--- config.mk ---
export PLATFORM = sky130hd
export DESIGN_NAME = div_seq
export DESIGN_NICKNAME = d
export VERILOG_FILES = /design/src/rtl/div_seq.sv
export SDC_FILE = /design/constraint.sdc
export NUM_CORES = 1
export LEC_CHECK = 0
export CORE_MARGIN = 2
export CORE_UTILIZATION = 23
export DETAILED_ROUTE_END_ITERATION = 8
export PLACE_DENSITY_LB_ADDON = 0.1
export SYNTH_ARGS = -nofsm -noshare
export SYNTH_HDL_FRONTEND = slang
export SYNTH_SLANG_ARGS = --single-unit
--- constraint.sdc ---
create_clock -name clk -period 5.7 [get_ports clk]
set_input_delay 1.425 -clock clk [delete_from_list [all_inputs] [get_ports clk]]
set_output_delay 1.425 -clock clk [all_outputs]
set_load 0.01 [all_outputs]
--- src/rtl/div_seq.sv ---
// -----------------------------------------------------------------------------
// div_seq -- multi-cycle radix-2 restoring divider for DIV / DIVU.
//
// A request is accepted from IDLE. The divider then produces one quotient bit
// per clock and returns {remainder, quotient} with the signs corrected. A zero
// divisor is detected at accept time and gives a zero result after one extra
// state. The EX stage holds start_i until it sees ready_o.
//
// Ports
//   clk           rising-edge clock
//   rst           asynchronous, active-low reset
//   signed_div_i  1 = signed divide (DIV), 0 = unsigned (DIVU)
//   opdata1_i     dividend
//   opdata2_i     divisor
//   start_i       request, held high until ready_o is seen
//   annul_i       abort the current operation (flush / exception)
//   result_o      {remainder, quotient}, valid only while ready_o = 1
//   ready_o       result valid, high only in state END
// -----------------------------------------------------------------------------
module div_seq #(
  parameter int DATA_W = 32,
  parameter int CNT_W  = 6
) (
  input  logic                  clk,
  input  logic                  rst,
  input  logic                  signed_div_i,
  input  logic [DATA_W-1:0]     opdata1_i,
  input  logic [DATA_W-1:0]     opdata2_i,
  input  logic                  start_i,
  input  logic                  annul_i,
  output logic [2*DATA_W-1:0]   result_o,
  output logic                  ready_o
);

  typedef enum logic [1:0] {IDLE, BYZERO, ON, END} state_t;

  state_t              state, state_next;
  logic                is_signed, sign1, sign2;
  logic [DATA_W-1:0]   dvs;        // divisor magnitude
  logic [DATA_W-1:0]   rem;        // partial remainder
  logic [DATA_W-1:0]   quo;        // dividend bits shifting out, quotient bits shifting in
  logic [CNT_W-1:0]    cnt;

  logic [2*DATA_W-1:0] result_next;
  logic                ready_next;

  logic [DATA_W:0]     trial;
  logic [DATA_W-1:0]   rem_step, quo_step;
  logic [DATA_W-1:0]   q_fix, r_fix;
  logic [DATA_W-1:0]   mag1, mag2;
  logic                accept, last_step;

  // Magnitudes of the incoming operands. The most-negative value negates to
  // itself and is then read as an unsigned magnitude, which is what we want.
  assign mag1 = (signed_div_i && opdata1_i[DATA_W-1]) ? -opdata1_i : opdata1_i;
  assign mag2 = (signed_div_i && opdata2_i[DATA_W-1]) ? -opdata2_i : opdata2_i;

  assign accept    = (state == IDLE) && start_i && !annul_i;
  assign last_step = (cnt == CNT_W'(DATA_W - 1));

  // One restoring step. The trial is one bit wider than the remainder so the
  // shifted-in value never overflows; its top bit is the borrow.
  always_comb begin
    trial    = {rem, quo[DATA_W-1]} - {1'b0, dvs};
    rem_step = trial[DATA_W] ? {rem[DATA_W-2:0], quo[DATA_W-1]} : trial[DATA_W-1:0];
    quo_step = {quo[DATA_W-2:0], ~trial[DATA_W]};
    q_fix    = (is_signed && (sign1 ^ sign2)) ? -quo_step : quo_step;
    r_fix    = (is_signed && sign1)           ? -rem_step : rem_step;
  end

  // NOTE: every signal assigned in this block gets a default first, so no path
  // leaves a value unassigned and no latch is inferred.
  always_comb begin
    state_next  = state;
    result_next = result_o;
    ready_next  = 1'b0;
    unique case (state)
      IDLE: begin
        result_next = '0;
        if (accept) state_next = (opdata2_i == '0) ? BYZERO : ON;
      end
      BYZERO: begin
        result_next = '0;
        if (annul_i) begin
          state_next = IDLE;
        end else begin
          state_next = END;
          ready_next = 1'b1;
        end
      end
      ON: begin
        // annul wins over completion of the last step
        if (annul_i) begin
          state_next  = IDLE;
          result_next = '0;
        end else if (last_step) begin
          state_next  = END;
          result_next = {r_fix, q_fix};
          ready_next  = 1'b1;
        end
      end
      END: begin
        if (!start_i || annul_i) begin
          state_next  = IDLE;
          result_next = '0;
        end else begin
          ready_next  = 1'b1;
        end
      end
      default: begin
        state_next  = IDLE;
        result_next = '0;
      end
    endcase
  end

  // NOTE: sequential state uses non-blocking assignments so every register
  // samples the pre-edge values regardless of statement order.
  always_ff @(posedge clk or negedge rst) begin
    if (!rst) begin
      state    <= IDLE;
      result_o <= '0;
      ready_o  <= 1'b0;
    end else begin
      state    <= state_next;
      result_o <= result_next;
      ready_o  <= ready_next;
    end
  end

  // Datapath: operands latched on accept, so later changes on the inputs are
  // ignored while the divide runs.
  always_ff @(posedge clk or negedge rst) begin
    if (!rst) begin
      is_signed <= 1'b0;
      sign1     <= 1'b0;
      sign2     <= 1'b0;
      dvs       <= '0;
      rem       <= '0;
      quo       <= '0;
      cnt       <= '0;
    end else if (accept && (opdata2_i != '0)) begin
      is_signed <= signed_div_i;
      sign1     <= signed_div_i && opdata1_i[DATA_W-1];
      sign2     <= signed_div_i && opdata2_i[DATA_W-1];
      dvs       <= mag2;
      rem       <= '0;
      quo       <= mag1;
      cnt       <= '0;
    end else if ((state == ON) && !annul_i) begin
      rem       <= rem_step;
      quo       <= quo_step;
      cnt       <= cnt + 1'b1;
    end
  end

endmodule
# == Yosys cells after proc, flatten, opt, wreduce, memory -nomap -nowiden ==
# Cells that the tools add are included.
# classes
addsub,6
n_mul,0
div,0
n_lt_le_gt_ge,0
eq_ne,7
n_shift,0
muxes,27
bitwise_logic,2
n_reduce_logical,18
# op_table
operator,count
32-bit two-way mux,9
64-bit two-way mux,3
64-bit one-hot mux with 3 select lines,1
32-bit negator,4
33-bit by 32-bit subtractor with 33-bit output,1
32-bit zero test,1
32-bit nonzero test,1
2-bit two-way mux,6
6-bit two-way mux,2
1-bit logical AND,8
2-bit one-hot mux with 4 select lines,1
"6-bit by 1-bit adder with 6-bit output, second input constant",1
"6-bit by 5-bit equality test with 1-bit output, second input constant",1
"2-bit equality test, second input constant",2
1-bit two-way mux,4
"2-bit inequality test, second input constant",2
"3-bit inequality test, second input constant",1
1-bit one-hot mux with 3 select lines,1
3-bit AND reduction,1
"2-bit by 1-bit equality test with 1-bit output, second input constant",1
1-bit zero test,2
2-bit zero test,1
2-bit AND reduction,1
2-bit nonzero test,1
4 further kinds,4
# totals
ff_bits,172
latchBits,0
mem_bits_rw,0
romBits,0
in_bits,69
out_inout_bits,65
word_cells,70
memories,0

# == Longest topological paths before layout ==
# Gate-level depths: netlist of the first run.
# depth
ltp_word,7
ltp_mapped,26
ltp_nobuf,23

# == Least setup slack after synthesis of the first run ==
# No wires, ideal clock.
# synth_timing
kind,flip-flop to flip-flop
from,register quo[31]
to,register result_o[28]
setup_time_ns,0.121
t_arrival_ns,5.206
t_required_ns,5.579
slack_ns,0.373
stages_incl_launch_ff,24
n_path_buf,3
synth_period_minus_slack_ns,5.327
cell_sequence,dfrtp_1 -> inv_1 -> ha_1 -> inv_1 -> fa_1 -> a211oi_2 -> o31ai_2 -> o21ai_1 -> a211oi_2 -> nor3_1 -> nor2_4 -> inv_1 -> buf_2 -> buf_2 -> buf_2 -> ha_1 -> nand4b_1 -> or2_2 -> or4_1 -> o31ai_1 -> and2_1 -> o21ai_0 -> xor2_1 -> a22o_1
# synth_between
elab_chain_len,7
# synth_lines
element,line_no,text
start: declaration,41,logic [DATA_W-1:0] quo;
start signal: assignment,148,quo <= mag1;
start signal: assignment,152,quo <= quo_step;
33-bit by 32-bit subtractor with 33-bit output,64,"trial = {rem, quo[DATA_W-1]} - {1'b0, dvs};"
1-bit NOT,66,"quo_step = {quo[DATA_W-2:0], ~trial[DATA_W]};"
32-bit negator,67,q_fix = (is_signed && (sign1 ^ sign2)) ? -quo_step : quo_step;
32-bit two-way mux,67,
64-bit two-way mux,96,end else if (last_step) begin
64-bit two-way mux,93,if (annul_i) begin
64-bit one-hot mux with 3 select lines,77,unique case (state)
end signal: assignment,126,result_o <= result_next;
end: declaration,31,"output logic [2*DATA_W-1:0] result_o,"
# No other way between the ends. The select of a mux whose other input is x is not followed.
# A chain may end at the register's enable or synchronous reset.

# == Final worst setup path of the first run ==
# layout_timing
from,register rem[24]
to,register result_o[62]
# layout_between
elab_chain_len,7
# layout_lines
element,line_no,text
start: declaration,40,logic [DATA_W-1:0] rem;
start signal: assignment,151,rem <= rem_step;
33-bit by 32-bit subtractor with 33-bit output,64,
32-bit two-way mux (*),65,"rem_step = trial[DATA_W] ? {rem[DATA_W-2:0], quo[DATA_W-1]} : trial[DATA_W-1:0];"
32-bit negator,68,r_fix = (is_signed && sign1) ? -rem_step : rem_step;
32-bit two-way mux (*),68,
64-bit two-way mux (*),96,
64-bit two-way mux (*),93,
64-bit one-hot mux with 3 select lines (*),77,
# Every way passes the cells marked *; elsewhere a longest branch is shown, timed or not. The select of a mux whose other input is x is not followed.

==> results of run 1 <==
area by class of cell:
| type | instances | area (um^2) |
|---|---|---|
| Clock buffer | 18 | 429 |
| Clock inverter | 14 | 136 |
| Fill cell | 5674 | 37700 |
| Inverter | 53 | 199 |
| Multi-Input combinational cell | 1189 | 7540 |
| Sequential cell | 172 | 4300 |
| Tap cell | 688 | 861 |
| Timing Repair Buffer | 166 | 1650 |
per-layer routing:
layer / global-route usage / part of all wire
met2: 0.283 / 0.49
met3: 0.0226 / 0.026
met1: 0.215 / 0.47
met4: 0.0355 / 0.012
met5: 0 / 0
registers in the layout, indices dropped and copies added (netlist names):
| signal | flops |
|---|---|
| cnt | 6 |
| dvs | 32 |
| is_signed | 1 |
| quo | 32 |
| ready_o | 1 |
| rem | 32 |
| result_o | 64 |
| sign1 | 1 |
| sign2 | 1 |
| state | 2 |
metrics by stage:
step | hold WS (ns) | worst slack [ns]
5_1_grt | 0.524 | 0.289
2_1_floorplan | 0.456 | 0.373
3_5_place_dp | 0.482 | 0.475
4_1_cts | 0.502 | 0.708
6_report | 0.496 | 0.683
3_3_place_gp | 0.485 | 0.434
power groups by stage:
stage | combinational (W) | clock, W | sequential (W)
floorplan | 0.00494 | 0 | 0.00189
global placement | 0.00697 | 0 | 0.00208
detailed placement | 0.00693 | 0 | 0.00209
CTS | 0.00698 | 0.00124 | 0.00206
global route | 0.00773 | 0.00128 | 0.00212
finish | 0.00691 | 0.00119 | 0.00206
Yosys cell counts (24+ instances only):
library cell,n
nand2_1,194
dfrtp_1,172
nor2_1,159
o21ai_0,101
a21oi_1,97
clkbuf_1,74
xnor2_1,73
xor2_1,67
a22o_1,60
inv_1,53
a31oi_1,42
ha_1,41
nor3_1,35
a211oi_1,34
mux2i_1,24
worst reg2reg max path, delay by kind of cell, from the launching register on:
kind                     cells  cell delay, ns
buffers and inverters        4            0.59
flip-flops                   1            0.45
AO/OA/AOI/OAI                7            1.78
AND/OR/NAND/NOR              5            1.17
multiplexers                 1            0.29
adder cells (fa/ha/maj)      2            0.62
logic make-up (layout without fill, tap and decap cells):
kind of cell | after synthesis | count (layout) | share of synthesized area
AO/OA/AOI/OAI | 451 | 451 | 0.248
multiplexers | 25 | 25 | 0.0204
flip-flops | 172 | 172 | 0.349
adder cells (fa/ha/maj) | 42 | 42 | 0.0432
XOR/XNOR | 140 | 140 | 0.0993
AND/OR/NAND/NOR | 531 | 531 | 0.197
buffers and inverters | 142 | 251 | 0.0440
worst paths after layout:
check                             start           end  slack [ns]  cells after the start
worst max-delay path            rem[24]  result_o[62]        0.68                     19
worst min-delay path             dvs[0]        dvs[0]        0.50                      2
worst max register to register  rem[24]  result_o[62]        0.68                     19
worst min register to register   dvs[0]        dvs[0]        0.50                      2
max in group asynchronous           rst       quo[21]        3.64                      2
min in group asynchronous           rst        dvs[4]        1.10                      1
==> summary.txt, run 1 <==
Outcome
  – Outcome: finished clean

Synth
  – Synth area leaders: dfrtp_1 (35%), nand2_1 (5.9%), xnor2_1 (5.2%)
  – Post-synth ARST share: 1.00
  – Synthesized flop and latch total: around 170
  – Warnings from Yosys: 0
  – Share of the yosys chip area belonging to registers: 0.349
  – Mapped cell area: roughly 12000 um^2
  – Largest area contributor in the netlist: dfrtp_1
  – Number of synthesized flops with an enable pin: 0
  – Synth unique cells: 73
  – Share of the synthesized area in the top cell type: 0.349
  – Gate Count Post-Synth: between 1500 and 2000
  – Top_reg_cell synth: dfrtp_1
  – Post-Synthesis Mean Instance Area: 8.21 um^2
  – Mapped Nets: 1614

Die
  – Die span in y: 236 um
  – DIE AREA: between 50000 and 60000 um^2
  – Number of I/O pins: 134
  – Initial core utilization: 0.234
  – Core Box Area: 52900 um^2
  – Die Wd: between 200 and 250 um
  – Num rows: 84

Timing
  – Fin crit share: 0.880
  – Slew Limit Fails: 0
  – Setup_tns: 0 ns
  – RSZ-0062 raised after global routing: false
  – Max Freq: ~0.20 GHz
  – Worst-Margin Slew: 0.956 ns
  – Final setup violation count: 0
  – Slew headroom: 0.362
  – Post-layout min period: 5.02 ns
  – Fin. Hold Viols: 0
  – Final Skew: ~0.013 ns

Power and ir drop
  – Register share of total power: 0.203
  – Comb power frac: 0.680
  – NetSw: 0.00546 W
  – PwrDens: 672 nW/um^2
  – Clock share of power: 0.117
  – VDD IR max: ~310 uV
  – Leak: 6.17 nW
  – Int Power: roughly 0.0047 W
  – Overall power: 0.0102 W
  – Sw Share: 0.538

Critical path
  – Delay-heaviest family, CP: compound AO/OA/AOI/OAI gates
  – Buf+Inv Stages, Crit Path: 4
  – Crit Path Category: flip-flop to flip-flop
  – Worst setup SP type: flip-flop
  – Largest fanout on the critical path: 9
  – Worst EP arrival: 5.36 ns
  – Max incr delay on CP: 0.45 ns
  – Slowest CP cell: dfrtp_1
  – CP Capture Type: flip-flop
  – Worst EP required: between 6 and 7 ns
  – Worst path cell trace: ha_1 -> a21oi_1 -> o21ai_1 -> a221oi_1 -> o21ai_0 -> nor3_1 -> nor2_4 -> inv_1 -> buf_4 -> mux2i_1 -> ha_1 -> nor4b_1 -> buf_4 -> inv_1 -> o41ai_2 -> o2111ai_1 -> nor3_1 -> nand4b_1 -> o211ai_1

Route
  – TritonRoute pass-1 iters: 5
  – Final wirelength: 44400 um
  – Routed wire length per instance: about 19 um
  – Post-DRT Antenna Nets: 0
  – DRC violations left: 0
  – DR vias: roughly 11000
  – Initial drt markers: between 600 and 700
  – Via/cell ratio: 4.95

Clocking
  – Clk Latency, worst-skew pair: 0.47 ns
  – Maximum clock path buffer count: 2
  – CTS Sinks: 172
  – Root buf cell: clkbuf_16
  – CTS tree: yes
  – Clock Pin Slew Worst Setup and Hold Paths: 0.08 ns
  – Hold-fix buffers, CTS: 0
  – TritonCTS Buffers: 17
  – Post-CTS Setup Bufs: 0
  – Htree depth: 4
  – Cts repair resizes: 0

Run
  – Max cap viols: 0

Global route
  – Number of antenna violations at the first check in global routing: 0
  – Largest net degree at the start of global routing: 107
  – Remaining global-route overflow: 0
  – First-pass GRT wire length: 70800 um
  – Vias in the first global route: 11568
  – Gr usage total: 0.163

Layout
  – Fin util: 0.286
  – Finished Layout Cells: 2300
  – Design Area, Final: 15100 um^2
  – Share of cells above drive strength 1: 0.0589
  – Nets: 1710
  – Most common cell after layout, fill and taps aside: nand2_1
  – Ant. Diodes: 0
  – Most frequent cells in the layout: nand2_1 (193), dfrtp_1 (172), nor2_1 (158), clkdlybuf4s50_1 (132), o21ai_0 (101)
  – Synth-to-Final Area Change: 22.4%

Place
  – Dpl cell area: approximately 15000 um^2
  – Hpwl dp: between 30000 and 40000 um
  – RePlAce Congestion: 0.810
  – Inst Count DP: 2268
  – PortBufs: roughly 130

Worst hold path
  – Hold Crit Class: flip-flop to flip-flop
Note: power is estimated with default switching activity, not from simulation.
==> run 2: changes to the inputs <==
- clock period: 5.7 -> 5.5 ns (I/O delays scaled with it)
==> summary.txt, run 2 (synthesis gave the netlist of run 1 again) <==
Global route
  – Number of antenna violations at the first check in global routing: 0 (unchanged)
  – Gr usage total: 0.162 (was 0.163)
  – Largest net degree at the start of global routing: 91 (was 107)
  – First-pass GRT wire length: 69200 um (was 70800 um)
  – Vias in the first global route: 11272 (was 11568)
  – Remaining global-route overflow: 0 (unchanged)

Layout
  – Area of the multi-input gates: 7560 um^2 (was 7540 um^2)
  – Fin util: 0.288 (was 0.286)
  – Share of cells above drive strength 1: 0.0649 (was 0.0589)
  – Ant. Diodes: 0 (unchanged)
  – Nets: 1718 (was 1710)
  – Biggest register: result_o (unchanged)
  – Most frequent cells in the layout: nand2_1 (193), dfrtp_1 (172), nor2_1 (158), clkdlybuf4s50_1 (132), o21ai_0 (101) (unchanged)
  – Synth-to-Final Area Change: 23.3% (was 22.4%)
  – Most common cell after layout, fill and taps aside: nand2_1 (unchanged)
  – Max reg flops: 64 (unchanged)
  – Seq. cell area: 4300 um^2 (unchanged)
  – Number of fill cells: 5650 (was 5674)

Power and ir drop
  – Int Power: 0.00502 W (was 0.00470 W)
  – Register share of total power: 0.196 (was 0.203)
  – Sw Share: 0.534 (was 0.538)
  – Comb power frac: 0.682 (was 0.680)
  – Clock share of power: 0.123 (was 0.117)
  – Overall power: 0.0108 W (was 0.0102 W)
  – Leak: 6.22 nW (was 6.17 nW)
  – NetSw: 0.00576 W (was 0.00546 W)
  – PwrDens: 708 nW/um^2 (was 672 nW/um^2)
  – VDD IR max: 395 uV (was 306 uV)

Timing
  – Final Skew: 0.0106 ns (was 0.0129 ns)
  – Max Freq: 0.194 GHz (was 0.199 GHz)
  – Fin crit share: 0.936 (was 0.880)
  – Post-layout min period: 5.15 ns (was 5.02 ns)
  – Setup_tns: 0 ns (unchanged)
  – Worst-Margin Slew: 0.859 ns (was 0.956 ns)
  – Slew Limit Fails: 0 (unchanged)
  – RSZ-0062 raised after global routing: false (unchanged)
  – Final setup violation count: 0 (unchanged)
  – Slew headroom: 0.412 (was 0.362)
  – Fin. Hold Viols: 0 (unchanged)

Die
  – Core Box Area: 52900 um^2 (unchanged)
  – Num rows: 84 (unchanged)
  – Number of I/O pins: 134 (unchanged)
  – Initial core utilization: 0.234 (unchanged)
  – Die Wd: 236 um (unchanged)
  – Die span in y: 236 um (unchanged)
  – DIE AREA: 55600 um^2 (unchanged)

Clocking
  – CTS Sinks: 172 (unchanged)
  – Htree depth: 4 (unchanged)
  – Clock Pin Slew Worst Setup and Hold Paths: 0.07 ns (was 0.08 ns)
  – Root buf cell: clkbuf_16 (unchanged)
  – Maximum clock path buffer count: 2 (unchanged)
  – Hold-fix buffers, CTS: 0 (unchanged)
  – TritonCTS Buffers: 17 (unchanged)
  – Clk Latency, worst-skew pair: 0.50 ns (was 0.47 ns)
  – CTS tree: yes (unchanged)

Route
  – Routed wire length per instance: 19.2 um (was 19.3 um)
  – DR vias: 11398 (was 11379)
  – Final wirelength: 44200 um (was 44400 um)
  – Top Metal Used: met4 (unchanged)
  – Post-DRT Antenna Nets: 0 (unchanged)
  – Initial drt markers: 812 (was 688)
  – Met3 WL: 1420 um (was 1170 um)
  – Via/cell ratio: 4.94 (was 4.95)
  – DRC violations left: 0 (unchanged)
  – WL met1: 21500 um (was 20900 um)
  – Met2 wire len: 20000 um (was 21800 um)
  – TritonRoute pass-1 iters: 5 (unchanged)

Critical path
  – Worst setup SP type: flip-flop (unchanged)
  – Crit Path Category: flip-flop to flip-flop (unchanged)
  – Worst R2R Setup Slack: 0.35 ns (was 0.68 ns)
  – Critical R2R Launch: rem[28] (was rem[24])
  – Worst path cell trace: ha_1 -> a21o_1 -> a21o_1 -> a221oi_1 -> o21ai_0 -> nor3_2 -> nor2_4 -> inv_1 -> buf_4 -> ha_1 -> nand4b_1 -> or2_2 -> or4_1 -> o31ai_1 -> buf_4 -> and2_1 -> o21ai_0 -> xor2_1 -> a22o_1 (was ha_1 -> a21oi_1 -> o21ai_1 -> a221oi_1 -> o21ai_0 -> nor3_1 -> nor2_4 -> inv_1 -> buf_4 -> mux2i_1 -> ha_1 -> nor4b_1 -> buf_4 -> inv_1 -> o41ai_2 -> o2111ai_1 -> nor3_1 -> nand4b_1 -> o211ai_1)
  – Worst EP required: 5.89 ns (was 6.05 ns)
  – Slowest CP cell: a221oi_1 (was dfrtp_1)
  – Worst setup endpoint: result_o[28] (was result_o[62])
  – Critical Path Source: rem[28] (was rem[24])
  – Max incr delay on CP: 0.49 ns (was 0.45 ns)
  – CP Capture Type: flip-flop (unchanged)
  – Largest fanout on the critical path: 7 (was 9)
  – Reg2Reg Capture Point: result_o[28] (was result_o[62])
  – Worst EP arrival: 5.53 ns (was 5.36 ns)
  – Worst Reg-to-Reg Cells: 19 (unchanged)

Place
  – RePlAce Congestion: 0.860 (was 0.810)
  – Hpwl dp: 33400 um (was 33300 um)
  – PortBufs: 133 (unchanged)

Outcome
  – Outcome: finished clean (unchanged)

Worst hold path
  – Hold Crit Class: flip-flop to flip-flop (unchanged)

Run
  – Max cap viols: 0 (unchanged)
run 2: cell count changes in the layout (fill, tap and decap cells not counted), sizes merged:
cell,change
buf,+8
bufinv,+2
clkinv,-7
clkinvlp,+2
inv,+2
run 2: how the worst min path moves through the flow:
stage,from,endpoint,slack [ns],cells past startpoint
floorplan,dvs[0],dvs[0],0.46,2
CTS,dvs[0],dvs[0],0.50,2
global placement,dvs[0],dvs[0],0.48,2
detailed placement,dvs[0],dvs[0],0.48,2
global route,result_o[23],result_o[23],0.52,1
finish,dvs[0],dvs[0],0.50,2
run 2: power by group through the flow:
stage / clock network, W / logic, W / registers [W]
after floorplan: 0 / 0.00512 / 0.00195
after global placement: 0 / 0.00736 / 0.00213
after detailed placement: 0 / 0.00731 / 0.00213
after CTS: 0.00138 / 0.00736 / 0.00211
after global routing: 0.00142 / 0.00817 / 0.00217
final: 0.00132 / 0.00735 / 0.00211
run 2: routing by layer:
| layer | track usage | vias to the layer above |
|---|---|---|
| li1 | - | 5632 |
| met3 | 0.0283 | 47 |
| met2 | 0.255 | 201 |
| met1 | 0.221 | 5518 |
| met5 | 0 | - |
| met4 | 0.0641 | 0 |
run 2: through the flow:
step | worst slack (ns) | hold slack [ns] | cells | instance area, um^2
4_1_cts | 0.198 | 0.501 | 2307 | 15200
2_1_floorplan | 0.173 | 0.456 | 1503 | 12300
5_1_grt | 0.0198 | 0.523 | 2307 | 15200
3_5_place_dp | 0.255 | 0.481 | 2276 | 14600
6_report | 0.352 | 0.495 | 2307 | 15200
3_3_place_gp | 0.256 | 0.479 | 2276 | 14600
run 2: critical path: cells and delay by family, from the launching register on:
kind                     cells  cell delay [ns]
buffers and inverters        3             0.64
XOR/XNOR                     1             0.17
AND/OR/NAND/NOR              6             1.52
flip-flops                   1             0.43
adder cells (fa/ha/maj)      2             0.55
AO/OA/AOI/OAI                7             1.76
run 2: repair_timing:
| action | 4_1_cts | 5_1_grt |
|---|---|---|
| buffers inserted | 0 | 0 |
| setup endpoints to repair | 0 | 7 |
| resized for setup | 0 | 4 |
run 2: final cells by class:
| class | count | share of cell area |
|---|---|---|
| inverter | 53 | 0.0131 |
| tap | 688 | 0.0565 |
| clock buffer | 18 | 0.0282 |
| sequential | 172 | 0.283 |
| clock inverter | 13 | 0.0118 |
| timing repair buffer | 174 | 0.111 |
| multi-input combinational | 1189 | 0.497 |
==> run 3: changes to the inputs <==
- CORE_ASPECT_RATIO: default -> 1.1
==> summary.txt, run 3 (synthesis gave the netlist of run 1 again) <==
Power and ir drop
  – Overall power: 0.0108 W (about the same)
  – VDD IR max: 335 uV (was 395 uV)
  – PwrDens: 712 nW/um^2 (was 708 nW/um^2)
  – Leak: 6.21 nW (was 6.22 nW)

Timing
  – Setup_tns: 0 ns (unchanged)
  – Final Skew: 0.0127 ns (was 0.0106 ns)
  – Fin. Hold Viols: 0 (unchanged)
  – Max Freq: 0.195 GHz (was 0.194 GHz)
  – RSZ-0062 raised after global routing: false (unchanged)
  – Final worst slack: 0.365 ns (was 0.352 ns)
  – Slew Limit Fails: 0 (unchanged)
  – Final setup violation count: 0 (unchanged)
  – Post-layout min period: 5.13 ns (was 5.15 ns)
  – Worst-Margin Slew: 0.982 ns (was 0.859 ns)
  – Slew headroom: 0.329 (was 0.412)
  – Fin crit share: 0.934 (was 0.936)
  – Final hold slack: 0.504 ns (was 0.495 ns)

Layout
  – Max reg flops: 64 (unchanged)
  – Biggest register: result_o (unchanged)
  – Most common cell after layout, fill and taps aside: nand2_1 (unchanged)
  – Synth-to-Final Area Change: 23.1% (was 23.3%)
  – Share of cells above drive strength 1: 0.0649 (unchanged)
  – Nets: 1718 (unchanged)
  – Ant. Diodes: 0 (unchanged)
  – Most frequent cells in the layout: nand2_1 (193), dfrtp_1 (172), nor2_1 (158), clkdlybuf4s50_1 (132), o21ai_0 (101) (unchanged)

Global route
  – Number of antenna violations at the first check in global routing: 0 (unchanged)
  – Largest net degree at the start of global routing: 77 (was 91)
  – Gr usage total: 0.164 (was 0.162)
  – Remaining global-route overflow: 0 (unchanged)
  – Vias in the first global route: 11391 (was 11272)
  – First-pass GRT wire length: 69400 um (was 69200 um)

Die
  – Num rows: 89 (was 84)
  – Core Box Area: 53300 um^2 (was 52900 um^2)
  – Initial core utilization: 0.231 (was 0.234)
  – Number of I/O pins: 134 (unchanged)
  – Die Wd: 225 um (was 236 um)
  – DIE AREA: 55600 um^2 (about the same)
  – Die span in y: 247 um (was 236 um)

Clocking
  – CTS tree: yes (unchanged)
  – TritonCTS Buffers: 17 (unchanged)
  – Root buf cell: clkbuf_16 (unchanged)
  – Htree depth: 4 (unchanged)
  – Clock Pin Slew Worst Setup and Hold Paths: 0.07 ns (about the same)
  – Hold-fix buffers, CTS: 0 (unchanged)
  – Maximum clock path buffer count: 2 (unchanged)
  – Clk Latency, worst-skew pair: 0.50 ns (about the same)
  – Post-CTS Setup Bufs: 0 (unchanged)
  – CTS Sinks: 172 (unchanged)

Route
  – DR vias: 11449 (was 11398)
  – TritonRoute pass-1 iters: 5 (unchanged)
  – Routed wire length per instance: 19.4 um (was 19.2 um)
  – Post-DRT Antenna Nets: 0 (unchanged)
  – DRC violations left: 0 (unchanged)
  – Initial drt markers: 700 (was 812)
  – Via/cell ratio: 4.98 (was 4.94)
  – Final wirelength: 44700 um (was 44200 um)

Place
  – PortBufs: 133 (unchanged)
  – Post-Place Setup Slack: 0.156 ns (was 0.255 ns)
  – RePlAce Congestion: 0.835 (was 0.860)
  – Hpwl dp: 33800 um (was 33400 um)

Worst hold path
  – Worst hold start: result_o[55] (was dvs[0])
  – Hold Path Stages: 1 (was 2)
  – Hold Crit Class: flip-flop to flip-flop (unchanged)
  – Hold worst-path end: result_o[55] (was dvs[0])

Outcome
  – Outcome: finished clean (unchanged)

Critical path
  – Worst R2R Setup Slack: 0.37 ns (was 0.35 ns)
  – Crit Path Category: flip-flop to flip-flop (unchanged)
  – Worst setup SP type: flip-flop (unchanged)
  – Worst EP required: 5.89 ns (about the same)
  – Critical R2R Launch: rem[9] (was rem[28])
  – Reg2Reg Capture Point: result_o[28] (unchanged)
  – CP Capture Type: flip-flop (unchanged)
  – Largest fanout on the critical path: 9 (was 7)
  – Worst EP arrival: 5.52 ns (was 5.53 ns)
  – Worst Reg-to-Reg Cells: 19 (unchanged)

Run
  – Max cap viols: 0 (unchanged)
run 3: cell types whose count changed in the layout (fill, tap and decap cells not counted), sizes merged:
| cell | delta |
|---|---|
| clkbuf | +1 |
| clkinvlp | -2 |
| inv | -2 |
| clkinv | +2 |
| buf | +1 |
run 3: final cells by class:
class / instances / area (um^2)
clock buffer: 20 / 447
tap: 682 / 853
multi-input combinational: 1189 / 7560
timing repair buffer: 174 / 1680
fill: 5650 / 38100
sequential: 172 / 4300
clock inverter: 11 / 159
inverter: 53 / 199
run 3: worst max-delay path by stage:
stage                       from  slack (ns)            to  cells after the start
finish                    rem[9]        0.37  result_o[28]                     19
global route              rem[9]       0.009  result_o[28]                     19
CTS                      quo[31]        0.19  result_o[28]                     22
detailed placement  opdata2_i[4]        0.16        dvs[0]                     12
global placement    opdata2_i[5]        0.12        dvs[0]                     12
floorplan                quo[31]        0.17  result_o[28]                     23
run 3: routing by layer:
metal  global-route usage  vias up  routed length, um
li1                     -     5629                  -
met2                0.263      209              20600
met5                    0        -                  0
met4               0.0645        0               1330
met3               0.0254       42               1410
met1                0.221     5569              21400
run 3: timing repair:
action / CTS / global route
setup endpoints to repair: 0 / 2
resized for setup: 0 / 4
endpoints found under the hold margin: 0 / 0
run 3: metrics by stage:
step / utilization / cells / area, um^2
2_1_floorplan: - / 1503 / 12300
3_3_place_gp: 0.273 / 2270 / 14600
3_5_place_dp: 0.273 / 2270 / 14600
4_1_cts: 0.285 / 2301 / 15200
5_1_grt: 0.285 / 2301 / 15200
6_report: 0.285 / 2301 / 15200
run 3: critical path: stages (launching register included):
cell	delay, ns
dfrtp_1	0.50
ha_1	0.49
nand4_1	0.16
a211oi_1	0.33
o21ai_2	0.15
a211oi_2	0.32
o21a_1	0.32
nor2_4	0.08
inv_1	0.18
buf_4	0.17
ha_1	0.16
nand4b_1	0.14
or2_2	0.34
or4_1	0.51
o31ai_1	0.27
buf_4	0.18
and2_1	0.19
o21ai_0	0.13
xor2_1	0.19
a22o_1	0.21
run 3: power by group:
| part | switching, W | total (W) | leakage [nW] | internal (W) |
|---|---|---|---|---|
| combinational | 0.00472 | 0.00737 | 3.70 | 0.00265 |
| sequential | 0.000478 | 0.00213 | 2.22 | 0.00165 |
| clock | 0.000595 | 0.00133 | 0.297 | 0.000731 |
